--- config.mk ---
export PLATFORM = sky130hd
export DESIGN_NAME = mem_stage
export DESIGN_NICKNAME = d
export VERILOG_FILES = /design/src/rtl/mem_stage_pkg.sv /design/src/rtl/mem_stage_load_align.sv /design/src/rtl/mem_stage.sv
export SDC_FILE = /design/constraint.sdc
export NUM_CORES = 1
export LEC_CHECK = 0
export ABC_AREA = 0
export BUFFER_PORTS_ARGS = -buffer_cell sky130_fd_sc_hd__buf_2
export CAP_MARGIN = 20
export CORE_UTILIZATION = 37
export CTS_CLUSTER_SIZE = 12
export DETAILED_ROUTE_END_ITERATION = 7
export GPL_TIMING_DRIVEN = 0
export PLACE_DENSITY = 0.68
export SLEW_MARGIN = 15
export SYNTH_ARGS = -nofsm -noshare
export SYNTH_HDL_FRONTEND = slang
export SYNTH_SLANG_ARGS = --single-unit
--- constraint.sdc ---
create_clock -name clk -period 4.8 [get_ports clk]
set_clock_uncertainty 0.05 [all_clocks]
set_input_delay 1.44 -clock clk [delete_from_list [all_inputs] [get_ports clk]]
set_output_delay 1.44 -clock clk [all_outputs]
set_load 0.01 [all_outputs]
--- src/rtl/mem_stage_pkg.sv ---
// Shared pipeline definitions: bus widths, execute-to-memory field offsets, load-type bits.
// Also holds the packed layouts of the memory-stage output buses.
package mem_stage_pkg;

  localparam int unsigned ES_TO_MS_BUS_WD_DFLT = 87;
  localparam int unsigned MS_TO_WS_BUS_WD_DFLT = 70;
  localparam int unsigned MS_FWD_BUS_WD        = 38;

  // es_to_ms_bus = {ld_type[15:0], res_from_mem, gr_we, dest[4:0], alu_result[31:0], pc[31:0]}
  localparam int unsigned ES_PC_LSB      = 0;
  localparam int unsigned ES_ALU_LSB     = 32;
  localparam int unsigned ES_DEST_LSB    = 64;
  localparam int unsigned ES_GR_WE_BIT   = 69;
  localparam int unsigned ES_RES_MEM_BIT = 70;
  localparam int unsigned ES_LD_TYPE_LSB = 71;
  localparam int unsigned LD_TYPE_WD     = 16;
  localparam int unsigned LD_TYPE_USED   = 4;

  // One-hot load type; all-zero selects lw.
  localparam int unsigned LD_LB  = 0;
  localparam int unsigned LD_LBU = 1;
  localparam int unsigned LD_LH  = 2;
  localparam int unsigned LD_LHU = 3;

  typedef struct packed {
    logic        gr_we;
    logic [4:0]  dest;
    logic [31:0] final_result;
    logic [31:0] pc;
  } ms_to_ws_t;

  typedef struct packed {
    logic        fwd_we;
    logic [4:0]  fwd_dest;
    logic [31:0] fwd_data;
  } ms_fwd_t;

  function automatic logic [31:0] ext8(input logic [7:0] b, input logic sgn);
    return {{24{sgn & b[7]}}, b};
  endfunction

  function automatic logic [31:0] ext16(input logic [15:0] h, input logic sgn);
    return {{16{sgn & h[15]}}, h};
  endfunction

endpackage

--- src/rtl/mem_stage_load_align.sv ---
// Load data alignment: picks the addressed byte/halfword from a word and extends it.
module load_align
  import mem_stage_pkg::*;
(
  input  logic [31:0] word,
  input  logic [1:0]  addr,
  input  logic [3:0]  ld_type,
  output logic [31:0] result
);

  logic [7:0]  w_byte;
  logic [15:0] w_half;

  always_comb begin
    w_byte = word[7:0];
    unique case (addr)
      2'b00:   w_byte = word[7:0];
      2'b01:   w_byte = word[15:8];
      2'b10:   w_byte = word[23:16];
      default: w_byte = word[31:24];
    endcase
  end

  // addr[0] deliberately ignored for halfwords; misalignment is trapped upstream.
  assign w_half = addr[1] ? word[31:16] : word[15:0];

  always_comb begin
    result = word;
    unique case (1'b1)
      ld_type[LD_LB]:  result = ext8(w_byte, 1'b1);
      ld_type[LD_LBU]: result = ext8(w_byte, 1'b0);
      ld_type[LD_LH]:  result = ext16(w_half, 1'b1);
      ld_type[LD_LHU]: result = ext16(w_half, 1'b0);
      default:         result = word;
    endcase
  end

endmodule

--- src/rtl/mem_stage.sv ---
// Memory pipeline stage: latches the execute-stage instruction, aligns load data and
// holds the synchronous SRAM read word across writeback stalls.
module mem_stage
  import mem_stage_pkg::*;
#(
  parameter int unsigned ES_TO_MS_BUS_WD = ES_TO_MS_BUS_WD_DFLT,
  parameter int unsigned MS_TO_WS_BUS_WD = MS_TO_WS_BUS_WD_DFLT
) (
  input  logic                       clk,
  input  logic                       reset,
  input  logic                       ws_allowin,
  output logic                       ms_allowin,
  input  logic                       es_to_ms_valid,
  input  logic [ES_TO_MS_BUS_WD-1:0] es_to_ms_bus,
  input  logic [31:0]                data_sram_rdata,
  output logic                       ms_to_ws_valid,
  output logic [MS_TO_WS_BUS_WD-1:0] ms_to_ws_bus,
  output logic [MS_FWD_BUS_WD-1:0]   ms_fwd_bus
);

  logic                       r_ms_valid;
  logic [ES_TO_MS_BUS_WD-1:0] r_es_bus;
  logic                       r_entry;
  logic                       r_rdata_held;
  logic [31:0]                r_rdata_buf;

  logic        w_ms_ready_go;
  logic        w_ms_allowin;
  logic        w_accept;
  logic        w_leave;
  logic [3:0]  w_ld_type;
  logic        w_res_from_mem;
  logic        w_gr_we;
  logic [4:0]  w_dest;
  logic [31:0] w_alu_result;
  logic [31:0] w_pc;
  logic [31:0] w_ld_word;
  logic [31:0] w_ld_data;
  logic [31:0] w_final_result;
  logic        w_fwd_we;
  ms_to_ws_t   w_ws_bus;
  ms_fwd_t     w_fwd_bus;
  logic        w_unused_ld_type;

  assign w_ms_ready_go = 1'b1;
  assign w_ms_allowin  = !r_ms_valid || (w_ms_ready_go && ws_allowin);
  assign w_accept      = es_to_ms_valid && w_ms_allowin;
  assign w_leave       = r_ms_valid && w_ms_ready_go && ws_allowin;

  always_ff @(posedge clk or posedge reset) begin
    if (reset) begin
      r_ms_valid <= 1'b0;
      r_es_bus   <= '0;
    end else begin
      if (w_ms_allowin) begin
        r_ms_valid <= es_to_ms_valid;
      end
      if (w_accept) begin
        r_es_bus <= es_to_ms_bus;
      end
    end
  end

  // The SRAM word is only valid on the entry cycle; keep it if writeback stalls us.
  always_ff @(posedge clk or posedge reset) begin
    if (reset) begin
      r_entry      <= 1'b0;
      r_rdata_held <= 1'b0;
      r_rdata_buf  <= '0;
    end else begin
      r_entry <= w_accept;
      if (w_leave || w_accept) begin
        r_rdata_held <= 1'b0;
      end else if (r_entry && r_ms_valid && !ws_allowin) begin
        r_rdata_held <= 1'b1;
        r_rdata_buf  <= data_sram_rdata;
      end
    end
  end

  assign w_ld_type      = r_es_bus[ES_LD_TYPE_LSB +: LD_TYPE_USED];
  assign w_res_from_mem = r_es_bus[ES_RES_MEM_BIT];
  assign w_gr_we        = r_es_bus[ES_GR_WE_BIT];
  assign w_dest         = r_es_bus[ES_DEST_LSB +: 5];
  assign w_alu_result   = r_es_bus[ES_ALU_LSB +: 32];
  assign w_pc           = r_es_bus[ES_PC_LSB +: 32];

  assign w_unused_ld_type = ^r_es_bus[ES_TO_MS_BUS_WD-1:ES_LD_TYPE_LSB+LD_TYPE_USED];

  assign w_ld_word = r_rdata_held ? r_rdata_buf : data_sram_rdata;

  load_align u_load_align (
    .word    (w_ld_word),
    .addr    (w_alu_result[1:0]),
    .ld_type (w_ld_type),
    .result  (w_ld_data)
  );

  assign w_final_result = w_res_from_mem ? w_ld_data : w_alu_result;
  assign w_fwd_we       = r_ms_valid && w_gr_we && (w_dest != 5'd0);

  always_comb begin
    w_ws_bus = '0;
    if (r_ms_valid) begin
      w_ws_bus.gr_we        = w_gr_we;
      w_ws_bus.dest         = w_dest;
      w_ws_bus.final_result = w_final_result;
      w_ws_bus.pc           = w_pc;
    end
  end

  always_comb begin
    w_fwd_bus = '0;
    if (w_fwd_we) begin
      w_fwd_bus.fwd_we   = 1'b1;
      w_fwd_bus.fwd_dest = w_dest;
      w_fwd_bus.fwd_data = w_final_result;
    end
  end

  assign ms_allowin     = w_ms_allowin;
  assign ms_to_ws_valid = r_ms_valid && w_ms_ready_go;
  assign ms_to_ws_bus   = MS_TO_WS_BUS_WD'(w_ws_bus);
  assign ms_fwd_bus     = w_fwd_bus;

endmodule

### Yosys cells after proc, flatten, opt, wreduce, memory -nomap -nowiden

Index checks and enable logic that the tools add are counted.

| operators by class | value |
|---|---|
| multiplexer cells | 9 |
| eq/ne operators | 2 |
| bitwise operators | 1 |
| reductions and logical operators | 14 |

Operators with widths:

| operator | number |
|---|---|
| case mux 32 bit (4 select lines) | 1 |
| 2-to-1 mux 70 bit | 1 |
| 2-to-1 mux 32 bit | 2 |
| 2-to-1 mux 38 bit | 1 |
| case mux 8 bit (3 select lines) | 1 |
| 2-to-1 mux 16 bit | 1 |
| logical AND 1 bit | 6 |
| nonzero test 5 bit | 1 |
| == test 2 x 1 -> 1 bit, second input constant | 1 |
| == test 2 bit, second input constant | 1 |
| zero test 1 bit | 2 |
| zero test 2 bit | 1 |
| logical OR 1 bit | 2 |
| 2-to-1 mux 1 bit | 2 |
| AND reduction 2 bit | 1 |
| nonzero test 2 bit | 1 |
| inverter 1 bit | 1 |

| storage, ports and cells | value |
|---|---|
| logic and storage cells | 31 |
| input port bits | 123 |
| bits in registers | 110 |

### Logic depth before layout (Yosys ltp)

Gate-level depths: netlist of run 1.

| depth | value |
|---|---|
| word-level depth | 6 |
| gate-level depth with buffers | 7 |
| depth with buffers taken out | 5 |

### Cells and area by module

A second synthesis of run 1 with hierarchy kept.

| second synthesis, totals | value |
|---|---|
| cell total of the unflattened synthesis | 541 |
| area, all modules | 6239.7 um^2 |

By module, submodules not included:

| module | times used | area an instance (um^2) | cells an instance | seq. area each (um^2) |
|---|---|---|---|---|
| mem_stage | 1 | 5436.5 | 432 | 2752.6 |
| load_align | 1 | 803.3 | 109 | 0.0 |

### Worst setup path before layout of run 1

OpenSTA, ideal clock, no wires.

| path | value |
|---|---|
| kind | input to output |
| start | in data_sram_rdata[23] |
| end | out ms_fwd_bus[10] |
| arrival | 2.786 ns |
| setup slack | 0.524 ns |
| required time | 3.310 ns |
| stages on the path | 5 |
| path buffers | 1 |
| path through | mux4_2 -> mux2_4 -> buf_6 -> a2111oi_4 -> nor2_1 |

| on the way | value |
|---|---|
| word-level cells in the longest chain between the ends | 5 |

Ends and longest elaborated chain:

| what | RTL line | source |
|---|---|---|
| start, declared | mem_stage.sv:15 | `input logic [31:0] data_sram_rdata,` |
| 2-to-1 mux 32 bit | mem_stage.sv:90 | `assign w_ld_word = r_rdata_held ? r_rdata_buf : data_sram_rdata;` |
| case mux 8 bit (3 select lines) | mem_stage_load_align.sv:16 | `unique case (addr)` |
| case mux 32 bit (4 select lines) | mem_stage_load_align.sv:29 | `unique case (1'b1)` |
| 2-to-1 mux 32 bit | mem_stage.sv:99 | `assign w_final_result = w_res_from_mem ? w_ld_data : w_alu_result;` |
| 2-to-1 mux 38 bit | mem_stage.sv:114 | `if (w_fwd_we) begin` |
| end, declared | mem_stage.sv:18 | `output logic [MS_FWD_BUS_WD-1:0] ms_fwd_bus` |

Every way passes these cells.

### Worst setup path in the final report of run 1

| path | value |
|---|---|
| start | in data_sram_rdata[31] |
| end | out ms_fwd_bus[8] |

Same word-level chain as after synthesis.

==> results.toml, run 1 <==
[run_status]
status = "completed"

[grt]
gr-usage-all-layers_pct = 24.3
overflow = 0
grt_pass1_vias = 5590
antenna_found_initial = 1
grt_max_degree = 61
grt_pass1_wl_um = 31800

[timing]
rsz0062_at_grt = "no"
fin_worst_hold_slack_ns = 0.450
fin_tns_setup_ns = 0
finalWorstSetupSlack_ns = 0.0455
finalHoldViolCount = 0
drv_slew = 0
finalSetupViolCount = 0
worst_slew_pin_slew_ns = 0.700
fin_crit_sh_pct = 99.1
min_period_ns = 4.75
fmax_mhz = 210
max_slew_margin_pct = 53.4

[yosys]
seq_area_frac_synth_pct = 44.6
synth-async-reset-ratio_pct = 100
synth-edff-count = 0
synth_nets = 697
syn_area_sq_um = 6170
ys_types = 42
syn_area_per_cell_sq_um = 10.8
ys.flop_type = "dfrtp_1"
ys.warnings.count = 0
synth_seq_cells = 110
syn-instance-count = 574

[floorplanning]
dieHeight_um = 131
start_util_pct = 38.4
fp-row-count = 46
io_pins = 233
core_region_area_sq_um = 16100
dieArea_sq_um = 17200
dieWidth_um = 131

[clocking]
post_cts_buffers = 0
cts_root_buf = "clkbuf_16"
cts_inserted_buffers = 9
clock_path_buffers = 2
clk_latency_ns = 0.36
cts_hold_buf = 0
cts_max_level = 3
path_clk_slew_ns = 0.07
cts.sinks = 110
cts_tree = "yes"

[power_and_ir_drop]
p_leak_nw = 3.64
p_switching_mw = 1.00
p_comb_share_pct = 33.0
peakVddDrop_v = 0.000175
pwr-share-seq_pct = 38.5
p_per_area_nw_per_um2 = 385
switching_share_pct = 32.8
p_int_mw = 2.05
power_mw = 3.06
p_clk_share_pct = 28.5

[placement]
dpl.hpwl_um = 15800
place_area_sq_um = 7580
place_congestion = 0.958
port_buffers = 220
pre_cts_slack_ns = 0.0229

[worst_setup_path]
reg2regPathDepth = 6
worst_ep_arrival_time_ns = 3.26
end_kind = "output pin"
crit_top_cell = "buf_2"
crit_type = "input pin to output pin"
worst_setup_path_start_kind = "input pin"
crit_path_max_fanout = 10
rrSetupSlack_ns = 2.23
slowest_delay_ns = 0.52
regToRegStartpoint = "ms_to_ws_valid$_DFFE_PP0N_"
rr_endpoint = "r_es_bus[29]$_DFFE_PP0P_"
critPathRequiredTime_ns = 3.31
path_cells = "buf_2, mux4_2, mux2_4, buf_6, a221oi_2, nor3_1, buf_2"
critPathSlowestCell = "mux4_2"

[route]
first_pass_iters = 5
drt_iter0_drc = 278
vias = 5467
drc = 0
postRouteAntennaNets = 0
viasPerCell = 5.33
post_drt_wl_per_cell_um = 19.9
routed_wl_um = 20500

[finish]
area_growth_pct = 28.4
layout_commonest_cell = "buf_2"
layout_common_cells = "230 x buf_2, 120 x mux2_2, 110 x dfrtp_1"
drive_gt1_share_pct = 47.4
num_antenna_cells = 0
stdcell_area_sq_um = 7930
fill_cells = 1519
fin_nets = 929

[min_path]
min_from = "r_es_bus[1]$_DFFE_PP0P_"
hold-path-cell-count = 1
hp-class = "register to register"
worstHoldEndpoint = "r_es_bus[1]$_DFFE_PP0P_"

[flow_run]
drv_cap = 0
worst max-delay path by stage:
| stage | from | slack (ns) | cells past startpoint | endpoint |
|---|---|---|---|---|
| after detailed placement | data_sram_rdata[23] | 0.02 | 7 | ms_fwd_bus[15] |
| after global routing | data_sram_rdata[31] | 0.006 | 7 | ms_fwd_bus[8] |
| after CTS | data_sram_rdata[23] | 0.004 | 7 | ms_fwd_bus[15] |
| final | data_sram_rdata[31] | 0.05 | 7 | ms_fwd_bus[8] |
| after floorplan | reset | 0.41 | 1 | ms_to_ws_valid$_DFFE_PP0N_ |
| after global placement | reset | -1.07 | 2 | r_es_bus[54]$_DFFE_PP0P_ |
through the flow:
stage / util (%) / instances
after CTS: 49.3 / 1026
after global placement: 47.0 / 1010
after detailed placement: 47.2 / 1011
after floorplan: - / 574
final: 49.4 / 1026
after global routing: 49.4 / 1026
final cells by class:
cell class	instances	area [sq um]	share of cell area [%]
multi-input cells	410	3190	40.2
repair buffers	221	1130	14.2
flip-flops and latches	110	2750	34.7
clock inverters	4	95.1	1.20
well taps	216	270	3.41
inverters	6	27.5	0.347
clock buffers	11	243	3.06
plain buffers	48	223	2.81
sequential cells by signal, summed over array words and instances, names as in the netlist:
name,count
ms_to_ws_valid,1
r_entry,1
r_es_bus,75
r_rdata_held,1
r_rdata_buf,32
cells by family after synthesis:
group | after synthesis | share of synthesized area [%]
buffers and inverters | 54 | 3.97
AO/OA/AOI/OAI | 135 | 14.1
multiplexers | 141 | 25.8
AND/OR/NAND/NOR | 134 | 11.5
flip-flops | 110 | 44.6
synth_stat cells, types with 3 or more instances:
master	n	area (sq um)
nor3b_1	5	37.5
a21oi_1	37	185
a221oi_1	8	70.1
nor3_1	10	50.1
mux2_2	120	1350
o21ai_0	45	225
a31oi_1	7	43.8
o22ai_1	4	25.0
a22oi_1	3	22.5
nor2_1	28	105
a21boi_0	11	82.6
a222oi_1	3	30.0
buf_4	4	30.0
nor2b_1	3	18.8
and2_1	39	244
and3_1	5	31.3
buf_2	10	50.1
dfrtp_1	110	2750
nand2_1	23	86.3
clkbuf_1	30	113
o221ai_1	5	43.8
nand2b_1	13	81.3
inv_1	6	22.5
mux2i_1	18	180
metal layers:
| layer | share of wire [%] | global-route usage, % |
|---|---|---|
| met5 | 0.068 | 0 |
| met4 | 3.0 | 9.35 |
| met3 | 8.2 | 7.52 |
| met2 | 46 | 38.8 |
| met1 | 43 | 30.7 |
power groups by stage:
| stage | registers (mW) | logic [mW] | clock network [mW] |
|---|---|---|---|
| 2_1_floorplan | 1.16 | 0.637 | 0 |
| 3_3_place_gp | 1.18 | 0.985 | 0 |
| 3_5_place_dp | 1.19 | 0.999 | 0 |
| 4_1_cts | 1.17 | 1.00 | 0.887 |
| 5_1_grt | 1.20 | 1.09 | 0.925 |
| 6_report | 1.18 | 1.01 | 0.872 |
worst max-delay path, delay by kind of cell:
| kind | cells | cell delay (ns) |
|---|---|---|
| mux | 2 | 0.83 |
| simple gates | 1 | 0.12 |
| compound gates | 1 | 0.43 |
| buf+inv | 3 | 0.45 |
repair_timing:
item / CTS / global route
hold endpoints to repair: 0 / 0
resized for setup: 0 / 2
endpoints found under the setup margin: 0 / 2
(Power assumes the default switching activity.)
==> run 2, diff against run 1 <==
--- a/constraint.sdc
+++ b/constraint.sdc
@@ -3,3 +3,3 @@
 set_input_delay 1.44 -clock clk [delete_from_list [all_inputs] [get_ports clk]]
 set_output_delay 1.44 -clock clk [all_outputs]
-set_load 0.01 [all_outputs]
+set_load 0.05 [all_outputs]
==> run 2 against run 1 <==
  * Total power rose by 16%
  * First-iteration DRC count rose by 1.8%
  * Core utilization rose by 0.22 points
  * Non-clock buffer count rose by 1
  * Sequential cell count did not move
  * Highest routed layer unchanged
  * Fmax fell by 0.31%
  * Via count barely moved
  * Count of clock-buffer cells in the layout did not move
  * Worst hold slack barely moved
  * Design area rose by 0.44%
==> results.toml, run 2 (same netlist as run 1, synthesis figures left out) <==
[timing]
finalHoldViolCount = 0
max_slew_margin_pct = 50.8
finalSetupViolCount = 0
rsz0062_at_grt = "yes"
fin_tns_setup_ns = 0
drv_slew = 0
fin_crit_sh_pct = 99.4
worst_slew_pin_slew_ns = 0.737
fmax_mhz = 210
min_period_ns = 4.77

[floorplanning]
fp-row-count = 46
dieWidth_um = 131
start_util_pct = 38.4
dieHeight_um = 131
io_pins = 233
core_region_area_sq_um = 16100
dieArea_sq_um = 17200

[route]
drt_iter0_drc = 283
post_drt_wl_per_cell_um = 19.9
first_pass_iters = 5
drc = 0
routed_wl_um = 20500
postRouteAntennaNets = 0
vias = 5468
viasPerCell = 5.32

[grt]
gr-usage-all-layers_pct = 24.3
grt_pass1_vias = 5593
overflow = 0
grt_max_degree = 61
antenna_found_initial = 1
grt_pass1_wl_um = 31800

[clocking]
cts_tree = "yes"
cts_inserted_buffers = 9
cts_hold_buf = 0
cts_max_level = 3
path_clk_slew_ns = 0.07
clock_path_buffers = 2
cts_root_buf = "clkbuf_16"
clk_latency_ns = 0.36
cts.sinks = 110

[flow_run]
drv_cap = 0

[finish]
layout_common_cells = "229 x buf_2, 120 x mux2_2, 110 x dfrtp_1"
largest_reg_flops = 75
layout_commonest_cell = "buf_2"
fin_nets = 930
drive_gt1_share_pct = 47.6
top_regs = "r_es_bus: 75 flops, r_rdata_buf: 32 flops"
num_antenna_cells = 0
area_growth_pct = 29.0
top_register = "r_es_bus"
layoutNonFillerInstCount = 1027
fill_cells = 1517

[placement]
dp_cells = 1011
place_congestion = 0.958
dpl.hpwl_um = 15800
port_buffers = 220

[worst_setup_path]
slowest_delay_ns = 0.52
worst_ep_arrival_time_ns = 3.28
worst_setup_path_start_kind = "input pin"
end_kind = "output pin"
critPathSlowestCell = "mux4_2"
crit_path_max_fanout = 10
cp_num_buf_inv = 3
crit_type = "input pin to output pin"
cpLargestDelayFamily = "multiplexers"
path_cells = "buf_2, mux4_2, mux2_4, buf_6, a221oi_4, nor3_1, buf_2"
critPathRequiredTime_ns = 3.31
crit_top_cell = "buf_2"

[run_status]
status = "completed"

[power_and_ir_drop]
peakVddDrop_v = 0.000200
p_per_area_nw_per_um2 = 444
p_leak_nw = 3.65

[min_path]
hp-class = "register to register"
run 2: metal layers:
metal | vias to the layer above | track usage [%] | share of wire (%)
li1 | 2532 | - | -
met1 | 2657 | 30.8 | 43
met2 | 242 | 38.7 | 47
met3 | 35 | 7.52 | 7.9
met4 | 2 | 9.35 | 2.7
met5 | - | 0 | 0.039
run 2: final cells by class:
| type | instances | area [sq um] | share of cell area, % |
|---|---|---|---|
| Buffer | 48 | 223 | 2.80 |
| Clock inverter | 4 | 95.1 | 1.19 |
| Inverter | 6 | 27.5 | 0.346 |
| Tap cell | 216 | 270 | 3.39 |
| Multi-Input combinational cell | 410 | 3210 | 40.3 |
| Timing Repair Buffer | 222 | 1140 | 14.3 |
| Clock buffer | 11 | 243 | 3.05 |
| Sequential cell | 110 | 2750 | 34.6 |
run 2: power breakdown:
part | total [mW] | internal (mW) | switching [mW]
clock | 0.871 | 0.522 | 0.349
combinational | 1.49 | 0.457 | 1.03
sequential | 1.18 | 1.08 | 0.0921
total | 3.53 | 2.06 | 1.47
run 2: timing repair:
item                       4_1_cts  5_1_grt
pin swaps                        0        2
resized for setup                2        4
setup endpoints to repair        3       33
gates cloned                     0        0
setup buffers                    0        1
run 2: final timing paths:
| kind | from | endpoint | slack (ns) | depth (start not counted) |
|---|---|---|---|---|
| max | data_sram_rdata[31] | ms_fwd_bus[8] | 0.03 | 7 |
| min | r_es_bus[25]$_DFFE_PP0P_ | r_es_bus[25]$_DFFE_PP0P_ | 0.45 | 1 |
| max reg2reg | ms_to_ws_valid$_DFFE_PP0N_ | r_es_bus[29]$_DFFE_PP0P_ | 2.20 | 6 |
| min reg2reg | r_es_bus[25]$_DFFE_PP0P_ | r_es_bus[25]$_DFFE_PP0P_ | 0.45 | 1 |
| max in group asynchronous | reset | r_es_bus[51]$_DFFE_PP0P_ | 2.97 | 3 |
| min in group asynchronous | reset | r_es_bus[7]$_DFFE_PP0P_ | 1.06 | 2 |
run 2: worst register-to-register path: cells and delay by family (launching register included):
family | cells | cell delay, ns
buffers and inverters | 3 | 1.35
flip-flops | 1 | 0.35
multiplexers | 1 | 0.39
AND/OR/NAND/NOR | 2 | 0.35
run 2: through the flow:
stage / setup WS [ns] / area (sq um) / util, % / hold slack, ns / power, mW
6_report: 0.0308 / 7960 / 49.6 / 0.450 / 3.53
5_1_grt: -0.0215 / 7960 / 49.6 / 0.466 / 3.69
4_1_cts: -0.00493 / 7930 / 49.4 / 0.452 / 3.53
3_5_place_dp: -0.0492 / 7580 / 47.2 / 0.436 / 2.65
3_3_place_gp: -1.07 / 7540 / 47.0 / 0.429 / 2.63
2_1_floorplan: 0.0519 / 6170 / - / 0.421 / 2.26
